==> src/rtl/tog_sync_arb.sv <==
// Round-robin arbiter that feeds a toggle-synchronizer channel: one requester's
// word is latched and strobed per transfer, followed by a GAP-cycle hold-off.
module tog_sync_arb #(
  parameter int N    = 8,
  parameter int NREQ = 4,
  parameter int GAP  = 6
) (
  input  logic                     clkA,
  input  logic                     rst,
  input  logic                     ena,
  input  logic [NREQ-1:0]          req,
  input  logic [NREQ*N-1:0]        req_data,
  output logic [NREQ-1:0]          ack,
  output logic [N-1:0]             ch_data,
  output logic                     ch_pulse,
  output logic [$clog2(NREQ)-1:0]  grant_id,
  output logic                     busy,
  output logic [15:0]              xfer_cnt
);

  localparam int IDW = $clog2(NREQ);
  localparam int CW  = (GAP < 2) ? 1 : $clog2(GAP);

  generate
    if (GAP < 2) begin : g_bad_gap
      $error("tog_sync_arb: GAP must be at least 2");
    end
    if (NREQ < 2 || NREQ > 8) begin : g_bad_nreq
      $error("tog_sync_arb: NREQ must be in 2..8");
    end
  endgenerate

  typedef enum logic [1:0] {IDLE, SEND, HOLD} state_t;

  state_t           state;
  logic [CW-1:0]    hold_cnt;
  logic [IDW-1:0]   last_grant;
  logic [IDW-1:0]   win;
  logic [IDW-1:0]   idx;
  logic             found;
  logic [N-1:0]     data_arr [NREQ];

  generate
    for (genvar i = 0; i < NREQ; i++) begin : g_unpack
      assign data_arr[i] = req_data[i*N +: N];
    end
  endgenerate

  // Search starts just after the last winner and wraps, so the first hit is the fair pick.
  always_comb begin
    win   = '0;
    idx   = '0;
    found = 1'b0;
    for (int k = 1; k <= NREQ; k++) begin
      idx = IDW'((int'(last_grant) + k) % NREQ);
      if (!found && req[idx]) begin
        found = 1'b1;
        win   = idx;
      end
    end
  end

  always_ff @(posedge clkA or posedge rst) begin
    if (rst) begin
      state      <= IDLE;
      ack        <= '0;
      ch_pulse   <= 1'b0;
      ch_data    <= '0;
      grant_id   <= '0;
      busy       <= 1'b0;
      xfer_cnt   <= '0;
      hold_cnt   <= '0;
      last_grant <= IDW'(NREQ - 1);
    end else begin
      case (state)
        IDLE: begin
          if (ena && found) begin
            state      <= SEND;
            ch_data    <= data_arr[win];
            grant_id   <= win;
            last_grant <= win;
            ack        <= {{(NREQ-1){1'b0}}, 1'b1} << win;
            ch_pulse   <= 1'b1;
            busy       <= 1'b1;
          end
        end
        SEND: begin
          ack      <= '0;
          ch_pulse <= 1'b0;
          xfer_cnt <= xfer_cnt + 16'd1;
          hold_cnt <= CW'(GAP - 1);
          state    <= HOLD;
        end
        HOLD: begin
          // Counter reads GAP-1 down to 0, giving exactly GAP hold cycles.
          if (hold_cnt == '0) begin
            state <= IDLE;
            busy  <= 1'b0;
          end else begin
            hold_cnt <= hold_cnt - 1'b1;
          end
        end
        default: state <= IDLE;
      endcase
    end
  end

endmodule

==> config.mk <==
export PLATFORM = sky130hd
export DESIGN_NAME = tog_sync_arb
export DESIGN_NICKNAME = d
export VERILOG_FILES = /design/src/rtl/tog_sync_arb.sv
export SDC_FILE = /design/constraint.sdc
export NUM_CORES = 1
export LEC_CHECK = 0
export ABC_AREA = 1
export CAP_MARGIN = 20
export CORE_MARGIN = 4
export CORE_UTILIZATION = 42
export DETAILED_ROUTE_END_ITERATION = 12
export PLACE_DENSITY = 0.76
export SLEW_MARGIN = 15
export SYNTH_ARGS = -nofsm -noshare
export SYNTH_HDL_FRONTEND = slang
export SYNTH_SLANG_ARGS = --single-unit
==> constraint.sdc <==
create_clock -name clkA -period 1.9 [get_ports clkA]
set_input_delay 0.285 -clock clkA [delete_from_list [all_inputs] [get_ports clkA]]
set_output_delay 0.285 -clock clkA [all_outputs]
set_load 0.02 [all_outputs]
==> run summary <==
outcome: finished with violations
violated checks: setup timing
largest net degree at the start of global routing: 31
Final Setup Violations: 13
row cnt: 26
layout net count: 442
worst skew pair latency: 0.29 ns
GRT Total Usage: 18.27%
Static Leakage: 1.831 nW
PnR worst setup slack: -0.1634 ns
commonest non-fill, non-tap cell in the layout: nand2_1
Hold Violations, Final: 0
Max Slew Vio Count: 0
Yosys reg bits: 39
Maximum Capacitance Violations: 0
Crit Reg-Reg Startpoint: last_grant[0]
first-pass GRT wire length: 9280 um
initial antenna violation count: 0
critical path depth in cells: 15
CP dominant cell by count: nand2_1
met3 Use GR: 3.769%
Worst path max stage delay: 0.60 ns
Clock transition at path regs: 0.08 ns
post-route minimum period: 2.063 ns
cell taking the most area after synthesis: dfrtp_1
GR Util met1: 21.79%
Crit Path Class: reg2reg
commonest cells after routing, fill and taps aside: nand2_1 (102), clkdlybuf4s50_1 (70), dfrtp_1 (37)
post-synthesis sequential area ratio: 43.54%
clock tree buffer depth: 2
Synth Instances: 293
grt total ovfl: 0
Final Util: 71.45%
Top-Level Pins: 71
Cell Chain, Critical Path: buf_4 > nand2_1 > nand2_2 > nand2_1 > nand2_2 > nor2_2 > nor2_4 > nand2_8 > clkbuf_16 > nand3_2 > nand2_1 > nand2_1 > nand2_1 > nand2_1 > nand2_1
YS warnings: 0
CP delay by family, top: simple AND/OR/NAND/NOR gates
H-tree levels: 2
wire length per cell: 13.85 um
area share of the largest cell type after synthesis: 41.20%
Worst Clk Skew: 0.008404 ns
total chip power: 0.007072 W
layout cells sized above 1: 26.93%
DRC marker count from the first detailed-route iteration: 81
VDD IR max: 1.254 mV
router iterations before antenna repair: 4
die area: 0.006585 mm^2
Mapped Area: 0.002247 mm^2
cell depth of the worst flop-to-flop path: 15
Worst Path Required: 2.09 ns
Slew HR: 72.06%
CTS Root Cell: clkbuf_8
crit path max fanout: 6
Ant. Diodes: 0
starting density of the core: 43.72%
Hold Crit Class: in2async
Async SR Flop Fraction: 100.0%
slew at the pin closest to its max-slew limit: 0.4186 ns
Mapped Nets: 335
GPL Wtd Cong: 0.8399
vias: 2,312
Num CTS Buffers: 5
Post-DP HPWL: 4157 um
Power Density: 1926 mW/mm^2
met2 Usage GRT: 31.44%
vias in the first global route: 2,067
reg2reg setup slack: -0.16 ns
Main synth FF type: dfrtp_1
PortBufs: 70
Max Fclk: 484.6 MHz
Routed Antenna Nets: 0
Die Span Y: 81.15 um
syn avg cell area: 7.669 um^2
hold-fix buffers at CTS: 0
main area contributors after synthesis: dfrtp_1 (41%), nand2_1 (20%), nand3_1 (6.7%), nand2_2 (4.7%), inv_1 (3.7%)
Post-synth EDFFs: 0
unrepaired setup endpoints after global routing: yes
Detailed Route WL: 6521 um
GR peak layer: met2
Layout area overhead: 63.42%
Netlist cell types: 25
TritonCTS clock tree: done
Core Area: 0.005140 mm^2
residual DRC count: 0
routed vias/inst: 4.909
Slowest-stage cell, CP: dfstp_2
Buf/Inv on CP: 2
CP Data Arrival Time: 2.25 ns
Worst Setup End Kind: register
die width: 81.15 um
Clock Sinks: 39
Crit Reg-Reg Endpoint: ch_data[6]
CP Launch Type: register
period utilization: 108.6%
==> synthesized netlist by cell type, types with 3 or more instances <==
cell type	number
inv_2	4
nand2_1	122
xor2_1	7
inv_1	22
dfrtp_1	37
nand2_4	4
nand2_2	17
nor2_1	7
nand3_1	30
o21ai_1	3
ha_1	3
buf_6	4
xnor2_1	8
o21ai_0	4
nand4_1	5
==> sequential cells by signal, indices dropped and copies added, names as in the netlist <==
signal / flops
xfer_cnt: 16
ch_data: 8
ack: 4
hold_cnt: 3
grant_id: 2
last_grant: 2
state: 2
busy: 1
ch_pulse: 1
==> logic make-up (layout without fill, tap and decap cells) <==
family	Yosys count	count (layout)	share of synthesized area, %
adder cells (fa/ha/maj)	3	3	1.671
XOR/XNOR	15	15	5.847
AND/OR/NAND/NOR	190	192	38.25
flip-flops	39	39	43.54
AO/OA/AOI/OAI	12	12	3.229
buffers and inverters	34	140	7.461
==> worst reg2reg max path, stage by stage (launching register included) <==
cell and delay (ns):
dfstp_2 0.60, buf_4 0.14, nand2_1 0.07, nand2_2 0.09, nand2_1 0.08, nand2_2 0.09
nor2_2 0.06, nor2_4 0.17, nand2_8 0.14, clkbuf_16 0.18, nand3_2 0.05, nand2_1 0.05
nand2_1 0.07, nand2_1 0.07, nand2_1 0.06, nand2_1 0.06
==> repair_timing <==
item,in CTS,in global routing
buffers inserted,4,9
gates resized for setup,8,48
endpoints found under the setup margin,11,21
gates cloned,1,4
pin swaps,2,28
==> how the worst max path moves through the flow <==
| stage | slack, ns | to | from |
|---|---|---|---|
| 2_1_floorplan | 0.06 | ch_data[2] | last_grant[1] |
| 3_3_place_gp | -0.12 | ch_data[4] | req[2] |
| 3_5_place_dp | -0.22 | ch_data[5] | req[2] |
| 4_1_cts | -0.05 | ch_data[5] | last_grant[0] |
| 5_1_grt | -0.27 | ch_data[6] | last_grant[0] |
| 6_report | -0.16 | ch_data[6] | last_grant[0] |
==> through the flow <==
stage / cell area (um^2) / setup WS, ns / instances / hold slack (ns) / setup TNS, ns
6_report: 3672 / -0.1634 / 471 / 0.2790 / -1.398
2_1_floorplan: 2247 / 0.05698 / 293 / 0.4515 / 0
4_1_cts: 3368 / -0.05142 / 458 / 0.2816 / -0.1341
5_1_grt: 3672 / -0.2678 / 471 / 0.3007 / -3.317
3_5_place_dp: 3153 / -0.2231 / 445 / 0.4643 / -1.998
3_3_place_gp: 3153 / -0.1162 / 445 / 0.4624 / -1.050
==> routing by layer <==
layer / wire (um) / vias to the layer above
met1: 2720 / 1106
met3: 246 / 7
met2: 3449 / 64
met5: 0 / -
li1: - / 1135
met4: 104 / 0
==> power by group <==
group	internal, W	switching, W
clock	0.000391	0.000305
combinational	0.00228	0.00279
sequential	0.00111	0.000194
==> final cells by class <==
type	instances	area, um^2
inverters	26	107.6
clock inverters	3	43.79
clock buffers	5	68.82
multi-input cells	222	1280
flip-flops and latches	39	978.4
well taps	70	87.58
repair buffers	106	1106
fillers	411	1468
No activity file was read; power rests on OpenSTA's default activity.
